**config.mk**
```make
export PLATFORM = sky130hd
export DESIGN_NAME = regfile_wb_arbiter
export DESIGN_NICKNAME = d
export VERILOG_FILES = /design/src/rtl/regfile_wb_arbiter.sv
export SDC_FILE = /design/constraint.sdc
export NUM_CORES = 1
export LEC_CHECK = 0
export CORE_ASPECT_RATIO = 0.7
export CORE_MARGIN = 1.5
export CORE_UTILIZATION = 44
export DETAILED_ROUTE_END_ITERATION = 6
export PLACE_DENSITY = 0.78
export SETUP_SLACK_MARGIN = 0.2
export SYNTH_ARGS = -nofsm -noshare
export SYNTH_HDL_FRONTEND = slang
export SYNTH_SLANG_ARGS = --single-unit
```
**constraint.sdc**
```tcl
create_clock -name clk -period 6.28 [get_ports clk]
set_input_delay 1.256 -clock clk [delete_from_list [all_inputs] [get_ports clk]]
set_output_delay 1.256 -clock clk [all_outputs]
set_load 0.01 [all_outputs]
```
**src/rtl/regfile_wb_arbiter.sv**
```systemverilog
// regfile_wb_arbiter: shares one register-file write port between pipeline (A) and long-latency (B) writebacks, with a pending-write scoreboard
module regfile_wb_arbiter #(
  parameter int STARVE_LIMIT = 3
) (
  input  logic        clk,
  input  logic        rst,
  input  logic        a_valid,
  input  logic [4:0]  a_addr,
  input  logic [31:0] a_data,
  output logic        a_ready,
  input  logic        b_valid,
  input  logic [4:0]  b_addr,
  input  logic [31:0] b_data,
  output logic        b_ready,
  input  logic        iss_valid,
  input  logic [4:0]  iss_addr,
  output logic        iss_ready,
  input  logic [4:0]  q_ra1,
  input  logic [4:0]  q_ra2,
  output logic        busy1,
  output logic        busy2,
  output logic        writeReg,
  output logic [4:0]  wa,
  output logic [31:0] wd,
  output logic [5:0]  pend_cnt
);
  logic [3:0]  starve_cnt_q, starve_cnt_d;
  logic [31:0] sb_q, sb_d;
  logic        write_reg_q, write_reg_d;
  logic [4:0]  wa_q, wa_d;
  logic [31:0] wd_q, wd_d;
  logic [5:0]  pend_cnt_q, pend_cnt_d;
  logic        starve, a_acc, b_acc, iss_acc;
  assign starve    = starve_cnt_q == 4'(STARVE_LIMIT);
  assign a_ready   = ~(b_valid & starve);
  assign b_ready   = ~a_valid | starve;
  assign iss_ready = ~sb_q[iss_addr];
  assign a_acc     = a_valid & a_ready;
  assign b_acc     = b_valid & b_ready;
  assign iss_acc   = iss_valid & iss_ready;
  assign busy1     = sb_q[q_ra1];
  assign busy2     = sb_q[q_ra2];
  assign writeReg  = write_reg_q;
  assign wa        = wa_q;
  assign wd        = wd_q;
  assign pend_cnt  = pend_cnt_q;
  // Next state: starvation counter, write-port stage, scoreboard (issue set beats B clear) and its popcount
  always_comb begin
    starve_cnt_d = (b_acc | ~b_valid) ? 4'd0 : starve ? starve_cnt_q : starve_cnt_q + 4'd1;
    write_reg_d  = a_acc ? (a_addr != 5'd0) : b_acc ? (b_addr != 5'd0) : 1'b0;
    wa_d         = a_acc ? a_addr : b_acc ? b_addr : wa_q;
    wd_d         = a_acc ? a_data : b_acc ? b_data : wd_q;
    sb_d         = (sb_q & ~(b_acc ? 32'd1 << b_addr : 32'd0)) | (iss_acc ? 32'd1 << iss_addr : 32'd0);
    sb_d[0]      = 1'b0;
    pend_cnt_d   = 6'd0;
    for (int i = 0; i < 32; i++) pend_cnt_d = pend_cnt_d + 6'(sb_d[i]);
  end
  // State registers; reset drops any accepted request that has not reached the write port yet
  always_ff @(posedge clk or negedge rst) begin
    if (!rst) begin
      starve_cnt_q <= '0;
      sb_q         <= '0;
      write_reg_q  <= 1'b0;
      wa_q         <= '0;
      wd_q         <= '0;
      pend_cnt_q   <= '0;
    end else begin
      starve_cnt_q <= starve_cnt_d;
      sb_q         <= sb_d;
      write_reg_q  <= write_reg_d;
      wa_q         <= wa_d;
      wd_q         <= wd_d;
      pend_cnt_q   <= pend_cnt_d;
    end
  end
endmodule

```
# --- Yosys cells after proc, flatten, opt, wreduce, memory -nomap -nowiden ---
# Cells that the tools add are included.
# Widths: inputs -> output; s select.
classes:
  n_reduce_logical: 3
  eq_ne: 2
  n_mux: 16
  n_addsub: 31
  n_bitwise: 13
  magnitude_cmp: 3
  shifts: 2
ops:
  columns: ["op", "n"]
  rows:
  - ["$add 6x1->6", 25]
  - ["$mux 32", 4]
  - ["$shl 1x5->32 const A", 2]
  - ["$and 32x32->32", 1]
  - ["$not 32->32", 1]
  - ["$or 32x32->32", 1]
  - ["$lt 5x6->1 const B", 3]
  - ["$bmux 1 s5", 3]
  - ["$mux 5", 2]
  - ["$reduce_bool 5->1", 2]
  - ["$mux 4", 2]
  - ["$add 5x1->6", 1]
  - ["$add 4x1->5", 1]
  - ["$mux 1", 5]
  - ["$add 3x1->4", 1]
  - ["$add 4x1->4 const B", 1]
  - ["$and 1x1->1", 4]
  - ["$eq 4x2->1 const B", 1]
  - ["$not 1->1", 4]
  - ["$add 2x1->3", 1]
  - ["$add 1x1->2", 1]
  - ["$ne 2x1->1 const B", 1]
  - ["$or 1x1->1", 2]
  - ["$reduce_bool 2->1", 1]
word_totals:
  word_cells: 76
  ff_bits: 79
  output_inout_bits: 49
  in_bits: 94

# --- Depth between registers and ports, before layout ---
# Gate-level depths: netlist of the first run.
logic_depth:
  depth_word: 37
  mapped_depth: 21
  ltp_nobuf: 20

# --- Worst setup path before layout of the first run ---
# OpenSTA, ideal clock, no wires.
synth_path:
  kind: "in2reg"
  from: "in iss_addr[2]"
  to: "reg pend_cnt_q[4] (netlist: pend_cnt[4])"
  t_arrival_ps: 6945
  slack_ps: -745
  required_time_ps: 6200
  stages: 20
  n_path_buf: 2
  setup_time_ps: 80
  cell_sequence: "buf_4 > mux2i_1 > mux4_2 > and3_1 > clkbuf_1 > a22oi_1 > fa_1 > fa_1 > fa_1 > inv_1 > fa_1 > fa_1 > inv_1 > fa_1 > inv_1 > fa_1 > fa_1 > a21o_1 > a21oi_1 > xnor2_1"
synth_via:
  elab_chain_len: 36
  elab_cells_between_ends: 37
  cone_classes: "add/sub: 30; shift: 1; mux: 3; bitwise: 3"
synth_rtl:
  columns: ["item", "line", "source"]
  rows:
  - ["start, declared", "16", "input logic [4:0] iss_addr,"]
  - ["$bmux 1 s5", "37", "assign iss_ready = ~sb_q[iss_addr];"]
  - ["$mux 1 (implied by the code)", "37", null]
  - ["$not 1->1", "37", null]
  - ["$and 1x1->1", "40", "assign iss_acc = iss_valid & iss_ready;"]
  - ["$mux 32 (*)", "53", "sb_d = (sb_q & ~(b_acc ? 32'd1 << b_addr : 32'd0)) | (iss_acc ? 32'd1 << iss_addr : 32'd0);"]
  - ["$or 32x32->32 (*)", "53", null]
  - ["$add 1x1->2", "56", "for (int i = 0; i < 32; i++) pend_cnt_d = pend_cnt_d + 6'(sb_d[i]);"]
  - ["$add 2x1->3", "56", null]
  - ["$add 3x1->4", "56", null]
  - ["$add 4x1->5", "56", null]
  - ["$add 5x1->6", "56", null]
  - ["$add 6x1->6 (24 in a row)", "56", null]
  - ["$add 6x1->6 (*)", "56", null]
  - ["via pend_cnt_d[4]", "32", "logic [5:0] pend_cnt_q, pend_cnt_d;"]
  - ["end signal, assigned", "73", "pend_cnt_q <= pend_cnt_d;"]
  - ["end, declared", "32", null]
# Mark *: on every way through the listed nets, which the timed path passes. The rest lies on a longest branch. The select of a mux whose other input is x is not followed.
# A chain may end at the register's enable or synchronous reset.

# --- Final worst setup path of the first run ---
layout_path:
  from: "in iss_addr[1]"
  to: "reg pend_cnt_q[4] (netlist: pend_cnt[4])"
# The elaborated chain is that of the path after synthesis.

==> results of run 1 <==
metal layers:
layer	routed length, um	vias up	part of all wire [%]
met1	7060	2348	43
met4	257	0	1.6
met3	1420	20	8.6
li1	-	2085	-
met2	7710	233	47
met5	0	-	0
worst paths after layout:
path | startpoint | endpoint | slack [ps]
worst min register to register | starve_cnt_q[0] | starve_cnt_q[0] | 480
worst max-delay path | iss_addr[1] | pend_cnt[4] | -350
worst min-delay path | starve_cnt_q[0] | starve_cnt_q[0] | 480
min in group asynchronous | rst | wd[15] | 1060
max in group asynchronous | rst | sb_q[1] | 4550
worst max register to register | starve_cnt_q[0] | pend_cnt[4] | 80
cells in the mapped netlist (3+ instances only):
| cell type | count | area, um^2 |
|---|---|---|
| sky130_fd_sc_hd__dfrtp_1 | 79 | 1980 |
| sky130_fd_sc_hd__inv_1 | 61 | 229 |
| sky130_fd_sc_hd__o21ai_0 | 45 | 225 |
| sky130_fd_sc_hd__a222oi_1 | 36 | 360 |
| sky130_fd_sc_hd__fa_1 | 23 | 460 |
| sky130_fd_sc_hd__mux2i_1 | 18 | 180 |
| sky130_fd_sc_hd__mux4_2 | 17 | 383 |
| sky130_fd_sc_hd__nor2_1 | 17 | 63.8 |
| sky130_fd_sc_hd__nand2_1 | 14 | 52.6 |
| sky130_fd_sc_hd__clkbuf_1 | 13 | 48.8 |
| sky130_fd_sc_hd__buf_2 | 11 | 55.1 |
| sky130_fd_sc_hd__ha_1 | 8 | 100 |
| sky130_fd_sc_hd__nand3_1 | 8 | 40.0 |
| sky130_fd_sc_hd__o21a_1 | 8 | 60.1 |
| sky130_fd_sc_hd__nor3b_1 | 7 | 52.6 |
| sky130_fd_sc_hd__a21oi_1 | 6 | 30.0 |
| sky130_fd_sc_hd__a22o_1 | 6 | 52.6 |
| sky130_fd_sc_hd__a22oi_1 | 6 | 45.0 |
| sky130_fd_sc_hd__nand3b_1 | 5 | 37.5 |
| sky130_fd_sc_hd__or2_2 | 5 | 31.3 |
| sky130_fd_sc_hd__o21ai_1 | 4 | 20.0 |
| sky130_fd_sc_hd__a211o_1 | 3 | 26.3 |
| sky130_fd_sc_hd__nor2b_1 | 3 | 18.8 |
| sky130_fd_sc_hd__xnor2_1 | 3 | 26.3 |
final cells by class:
cell class | instances | area [um^2]
Clock inverter | 6 | 75.1
Tap cell | 153 | 191
Fill cell | 835 | 3430
Timing Repair Buffer | 229 | 2130
Multi-Input combinational cell | 281 | 2740
Clock buffer | 10 | 239
Inverter | 61 | 229
Sequential cell | 79 | 1980
cell families after synthesis:
kind of cell | share of synthesized area, %
AO/OA/AOI/OAI | 18.9
adder cells (fa/ha/maj) | 11.3
flip-flops | 39.9
AND/OR/NAND/NOR | 9.11
buffers and inverters | 7.65
multiplexers | 12.3
XOR/XNOR | 0.884
worst max-delay path: stages:
cell and delay [ps]:
sky130_fd_sc_hd__buf_8 110, sky130_fd_sc_hd__buf_12 130, sky130_fd_sc_hd__buf_6 110, sky130_fd_sc_hd__mux2i_1 110
sky130_fd_sc_hd__mux4_2 470, sky130_fd_sc_hd__nand3b_1 240, sky130_fd_sc_hd__buf_4 170, sky130_fd_sc_hd__o21a_1 140
sky130_fd_sc_hd__fa_1 440, sky130_fd_sc_hd__inv_1 90, sky130_fd_sc_hd__fa_1 430, sky130_fd_sc_hd__fa_1 540
sky130_fd_sc_hd__fa_2 440, sky130_fd_sc_hd__fa_1 480, sky130_fd_sc_hd__inv_1 50, sky130_fd_sc_hd__fa_1 490
sky130_fd_sc_hd__inv_2 40, sky130_fd_sc_hd__fa_2 350, sky130_fd_sc_hd__fa_2 370, sky130_fd_sc_hd__a21o_1 170
sky130_fd_sc_hd__a21oi_2 130, sky130_fd_sc_hd__xnor2_1 130
state kept, by name (all words and copies together), names as in the netlist:
name / flops
wd: 32
sb_q: 31
pend_cnt: 6
wa: 5
starve_cnt_q: 4
writeReg: 1
power breakdown:
part	internal (mW)	switching (mW)	leakage (nW)
registers	0.692	0.119	0.967
clock network	0.325	0.232	0.152
logic	2.25	1.90	2.26
cells in the final DEF (no fill, tap or decap), types with 4 or more instances in the layout:
cell type	n
sky130_fd_sc_hd__a22o_1	6
sky130_fd_sc_hd__o21ai_1	7
sky130_fd_sc_hd__inv_2	5
sky130_fd_sc_hd__nand3_1	8
sky130_fd_sc_hd__fa_2	4
sky130_fd_sc_hd__nor3b_1	6
sky130_fd_sc_hd__nand2_1	13
sky130_fd_sc_hd__dfrtp_1	79
sky130_fd_sc_hd__o21a_1	8
sky130_fd_sc_hd__fa_1	19
sky130_fd_sc_hd__inv_1	56
sky130_fd_sc_hd__dlygate4sd2_1	4
sky130_fd_sc_hd__o21ai_2	4
sky130_fd_sc_hd__clkdlybuf4s50_1	133
sky130_fd_sc_hd__nand3b_1	5
sky130_fd_sc_hd__clkbuf_16	9
sky130_fd_sc_hd__ha_1	8
sky130_fd_sc_hd__nor2_1	14
sky130_fd_sc_hd__o21ai_0	37
sky130_fd_sc_hd__a22oi_2	4
sky130_fd_sc_hd__buf_4	82
sky130_fd_sc_hd__a222oi_1	36
sky130_fd_sc_hd__mux2i_1	17
sky130_fd_sc_hd__mux4_2	17
what timing repair did:
item	in CTS	in global routing
resized for setup	41	16
setup buffers	10	1
endpoints found under the setup margin	6	6
gates cloned	1	0
pin swaps	23	20
per-stage QoR:
stage | setup WS (ps) | cell area [um^2] | util, % | hold slack (ps)
after detailed placement | -1070 | 7040 | 63.9 | 463
final | -352 | 7580 | 68.8 | 475
after global placement | -970 | 7040 | 63.9 | 452
after CTS | -460 | 7520 | 68.3 | 472
after floorplan | -333 | 5010 | - | 433
after global routing | -535 | 7580 | 68.8 | 490
==> results.sh, run 1 <==
export IMPL_status="finished, violations left"
export IMPL_failed_checks="design-rule violations, negative setup slack"
export IMPL_grt_setup_unrepaired="true"
export IMPL_routed_wire_length_per_instance_um=20.1
export IMPL_ff2ff_path_depth=22
export IMPL_postCtsHoldBufs=0
export IMPL_grtUsageMet2_pct=45.6
export IMPL_drt_iter0_drc=539
export IMPL_worstSetupPathType="in2reg"
export IMPL_detailedRoute_firstPassIterationCount=7
export IMPL_finClkSkew_ps=9.09
export IMPL_placeableCoreArea_mm2=0.0110
export IMPL_initial_utilization_pct=45.0
export IMPL_numCtsBuffers=9
export IMPL_tritoncts="done"
export IMPL_chipWidth_um=130
export IMPL_timing_final_max_slew_violations=0
export IMPL_globalplace_congestion=1.00
export IMPL_routed_wirelength_um=16500
export IMPL_p_leak_nw=3.38
export IMPL_num_vias=4686
export IMPL_diodes=0
export IMPL_detailedPlacementHpwl_um=12700
export IMPL_worstPathMaxFanout=6
export IMPL_setup_violations=5
export IMPL_global_route_usage_met1_pct=41.5
export IMPL_power_density_cell_area_mw_per_mm2=728
export IMPL_slew_worst_pin_ps=1010
export IMPL_antenna_found_initial=0
export IMPL_max_clock_freq_mhz=151
export IMPL_total_negative_slack_ps=-861
export IMPL_postSynthAreaPerCell_um2=11.0
export IMPL_route_antenna_remaining_nets=0
export IMPL_instance_count_of_the_mapped_netlist=449
export IMPL_layout_area_overhead_vs_synth_pct=52.8
export IMPL_report_power_total_mw=5.52
export IMPL_pin_count=143
export IMPL_vias_per_cell=5.72
export IMPL_cts_path_max_buffers=2
export IMPL_design_die_area_mm2=0.0119
export IMPL_grt_pass1_vias=4930
export IMPL_worst_hold_path_num_cells=1
export IMPL_dp_cells=791
export IMPL_ys_seq_area_share_pct=39.9
export IMPL_pin_count_of_the_biggest_net_entering_global_routing=80
export IMPL_htree_num_levels=3
export IMPL_synth_net_count=574
export IMPL_maxCapViolCount=0
export IMPL_drc_errors_left=13
export IMPL_synthesis_stage_register_bit_count=79
export IMPL_timing_critical_path_from_type="primary input"
export IMPL_final_worst_slack_ps=-352
export IMPL_timing_final_crit_share_pct=106
export IMPL_worst_setup_path_end_kind="register"
export IMPL_worstSkewPairLatency_ps=350
export IMPL_final_standard_cell_count_with_taps_included_and_fillers_excluded=819
export IMPL_die_y_um=91.8
export IMPL_slew_headroom_pct=32.6
export IMPL_port_buffers=142
export IMPL_timing_critical_path_arrival_ps=6900
export IMPL_fp_row_count=32
export IMPL_globalRoute_totalOverflow=0
export IMPL_clock_sinks=79
export IMPL_globalRouteMet3Util_pct=6.36
export IMPL_grt_most_used_layer="met2"
export IMPL_synth_cell_types=55
export IMPL_grt_total_usage_pct=29.3
export IMPL_yosys_warnings=0
export IMPL_finalNetCount=786
export IMPL_post_route_cells_drive_above_1_share_pct=25.4
export IMPL_cp_data_required_time_ps=6550
export IMPL_post_synth_instance_area_mm2=0.00496
export IMPL_worst_setup_hold_path_clk_slew_ps=70
export IMPL_hp_class="reg2reg"
export IMPL_ir_worst_vdd_mv=3.06
export IMPL_layout_min_cycle_time_ps=6630
export IMPL_synth_edff_count=0
export IMPL_cts_root_buffer="sky130_fd_sc_hd__clkbuf_16"
export IMPL_final_hold_viol_count=0
export IMPL_wire_length_of_the_first_global_routing_pass_um=26300
export IMPL_postSynth_topFlopCell="sky130_fd_sc_hd__dfrtp_1"
export IMPL_async_flop_share_pct=100
Power figures use the tool's default switching activity.
==> run 2, diff against run 1 <==
--- a/config.mk
+++ b/config.mk
@@ -9,7 +9,7 @@
 export CORE_MARGIN = 1.5
 export CORE_UTILIZATION = 44
 export DETAILED_ROUTE_END_ITERATION = 6
-export PLACE_DENSITY = 0.78
+export DONT_BUFFER_PORTS = 1
 export SETUP_SLACK_MARGIN = 0.2
 export SYNTH_ARGS = -nofsm -noshare
 export SYNTH_HDL_FRONTEND = slang
==> run 2 against run 1 <==
The run still ends with design-rule violations, negative setup slack left. Critical path depth decreased by 3. Worst hold slack got worse by 16 ps. Core utilization decreased by 18 points. Sequential share of layout area increased by 9.0 points. Clock skew decreased by 3.8 ps. Sequential cell count unchanged. Final cell count decreased by 23%. Via count decreased by 16%. Maximum frequency increased by 5.1%. Worst setup slack improved by 320 ps. Clock-buffer cell count decreased by 1. Largest cell class unchanged. Highest routed layer unchanged.
==> results.sh, run 2 (synthesized netlist as in run 1, its figures left out) <==
export IMPL_status="finished, violations left"
export IMPL_failed_checks="design-rule violations, negative setup slack"
export IMPL_final_hold_viol_count=0
export IMPL_pin_count_of_the_biggest_net_entering_global_routing=80
export IMPL_worstPathMaxFanout=18
export IMPL_layout_cells_most_common="sky130_fd_sc_hd__dfrtp_1"
export IMPL_detailedPlacementHpwl_um=10200
export IMPL_grt_setup_unrepaired="true"
export IMPL_fp_row_count=32
export IMPL_cts_root_buffer="sky130_fd_sc_hd__clkbuf_16"
export IMPL_post_route_cells_drive_above_1_share_pct=21.0
export IMPL_tritoncts="done"
export IMPL_hold_path_startpoint="starve_cnt_q[0]"
export IMPL_routed_wirelength_um=13200
export IMPL_timing_critical_path_max_delay_family="adder cells"
export IMPL_die_y_um=91.8
export IMPL_globalRoute_totalOverflow=0
export IMPL_worst_setup_path_end_kind="register"
export IMPL_postCtsHoldBufs=0
export IMPL_layout_min_cycle_time_ps=6310
export IMPL_r2r_start="starve_cnt_q[0]"
export IMPL_initial_utilization_pct=45.0
export IMPL_diodes=0
export IMPL_htree_num_levels=3
export IMPL_worstPathCellList="mux2i_1, mux4_2, nand3b_1, o21ai_2, fa_1, inv_2, fa_1, fa_1, inv_2, fa_1, fa_1, inv_1, fa_1, inv_1, fa_2, fa_2, a21o_1, a21oi_2, xnor2_1"
export IMPL_slew_headroom_pct=62.6
export IMPL_placeableCoreArea_mm2=0.0110
export IMPL_design_die_area_mm2=0.0119
export IMPL_finClkSkew_ps=5.26
export IMPL_cts_path_max_buffers=2
export IMPL_maxCapViolCount=0
export IMPL_vias_per_cell=6.25
export IMPL_holdPathEnd="starve_cnt_q[0]"
export IMPL_worst_hold_path_num_cells=1
export IMPL_grt_total_usage_pct=23.7
export IMPL_route_antenna_remaining_nets=0
export IMPL_fin_area_mm2=0.00563
export IMPL_number_of_flip_flops_under_the_largest_register_name=32
export IMPL_chipWidth_um=130
export IMPL_wire_length_of_the_first_global_routing_pass_um=21300
export IMPL_grt_pass1_vias=3892
export IMPL_dpl_instance_area_mm2=0.00533
export IMPL_cell_at_the_slowest_stage_of_the_critical_path="sky130_fd_sc_hd__fa_1"
export IMPL_cp_data_required_time_ps=6530
export IMPL_worstSetupPathType="in2reg"
export IMPL_ff2ff_path_depth=21
export IMPL_final_worst_slack_ps=-30.6
export IMPL_worstSkewPairLatency_ps=330
export IMPL_layout_area_overhead_vs_synth_pct=13.6
export IMPL_antenna_found_initial=0
export IMPL_hp_class="reg2reg"
export IMPL_max_clock_freq_mhz=158
export IMPL_num_vias=3938
export IMPL_critical_path_reg2reg_endpoint="pend_cnt[4]"
export IMPL_drc_errors_left=19
export IMPL_fin_util_pct=51.2
export IMPL_numCtsBuffers=9
export IMPL_crit_path_max_incr_delay_ps=580
export IMPL_worst_setup_hold_path_clk_slew_ps=60
export IMPL_critical_path_buf_inv_count=4
export IMPL_timing_critical_path_from_type="primary input"
export IMPL_routed_wire_length_per_instance_um=21.0
export IMPL_r2r_setup_slk_ps=170
export IMPL_drt_iter0_drc=435
export IMPL_setup_violations=1
export IMPL_port_buffers=0
export IMPL_slew_worst_pin_ps=555
export IMPL_pin_count=143
export IMPL_detailedRoute_firstPassIterationCount=7
export IMPL_clock_sinks=79
export IMPL_worst_hold_slack_ps=460
export IMPL_finalNetCount=598
export IMPL_timing_final_max_slew_violations=0
export IMPL_final_cell_mix="sky130_fd_sc_hd__dfrtp_1, sky130_fd_sc_hd__inv_1, sky130_fd_sc_hd__buf_4"
export IMPL_globalplace_congestion=0.919
export IMPL_timing_final_crit_share_pct=100
export IMPL_total_negative_slack_ps=-30.6
export IMPL_crit_path_frequent_cell="sky130_fd_sc_hd__fa_1"
export IMPL_timing_critical_path_arrival_ps=6560
-- run 2: final cells by class --
type	instances	area [um^2]
fillers	1005	5380
clock inverters	6	47.5
flip-flops and latches	79	1980
repair buffers	41	308
well taps	153	191
multi-input cells	281	2660
inverters	61	229
clock buffers	9	225
-- run 2: metal layers --
| layer | vias to the layer above | global-route usage, % | part of all wire, % |
|---|---|---|---|
| met5 | - | 0 | 0 |
| met4 | 0 | 4.44 | 0.81 |
| met3 | 12 | 5.83 | 9.6 |
| met2 | 188 | 34.3 | 44 |
| met1 | 2024 | 36.2 | 46 |
| li1 | 1714 | - | - |
-- run 2: worst max path at each step --
stage | from | slack, ps | cells after the start | to
3_5_place_dp | iss_addr[4] | -410 | 17 | pend_cnt[4]
2_1_floorplan | iss_addr[1] | -330 | 19 | pend_cnt[4]
5_1_grt | iss_addr[1] | -220 | 19 | pend_cnt[4]
4_1_cts | iss_addr[1] | 10 | 19 | pend_cnt[4]
6_report | iss_addr[1] | -30 | 19 | pend_cnt[4]
3_3_place_gp | iss_addr[4] | -350 | 17 | pend_cnt[4]
-- run 2: worst reg2reg max path, stage by stage (launching register included) --
cell	delay, ps
sky130_fd_sc_hd__dfrtp_1	360
sky130_fd_sc_hd__ha_1	200
sky130_fd_sc_hd__nor3b_1	230
sky130_fd_sc_hd__buf_4	180
sky130_fd_sc_hd__o2111ai_1	110
sky130_fd_sc_hd__buf_4	180
sky130_fd_sc_hd__or2_2	340
sky130_fd_sc_hd__a22oi_2	190
sky130_fd_sc_hd__fa_1	520
sky130_fd_sc_hd__fa_1	480
sky130_fd_sc_hd__fa_1	510
sky130_fd_sc_hd__inv_2	40
sky130_fd_sc_hd__fa_1	490
sky130_fd_sc_hd__fa_1	490
sky130_fd_sc_hd__inv_1	50
sky130_fd_sc_hd__fa_1	470
sky130_fd_sc_hd__inv_1	50
sky130_fd_sc_hd__fa_2	360
sky130_fd_sc_hd__fa_2	370
sky130_fd_sc_hd__a21o_1	170
sky130_fd_sc_hd__a21oi_2	130
sky130_fd_sc_hd__xnor2_1	130
-- run 2: per-stage QoR --
stage                     std cells  setup slack (ps)
after floorplan                 449              -333
after global placement          612              -350
after detailed placement        612              -407
after CTS                       629              9.86
after global routing            630              -220
final                           630             -30.6
-- run 2: repair_timing --
item,CTS,global route
gates resized for setup,2,6
endpoints found under the setup margin,4,5
buffers inserted,2,1
pin swaps,3,6
Power of run 2 is left out: the tool's default activity adds up to more than one toggle a clock period on the data nets, which glitch-free logic cannot reach.
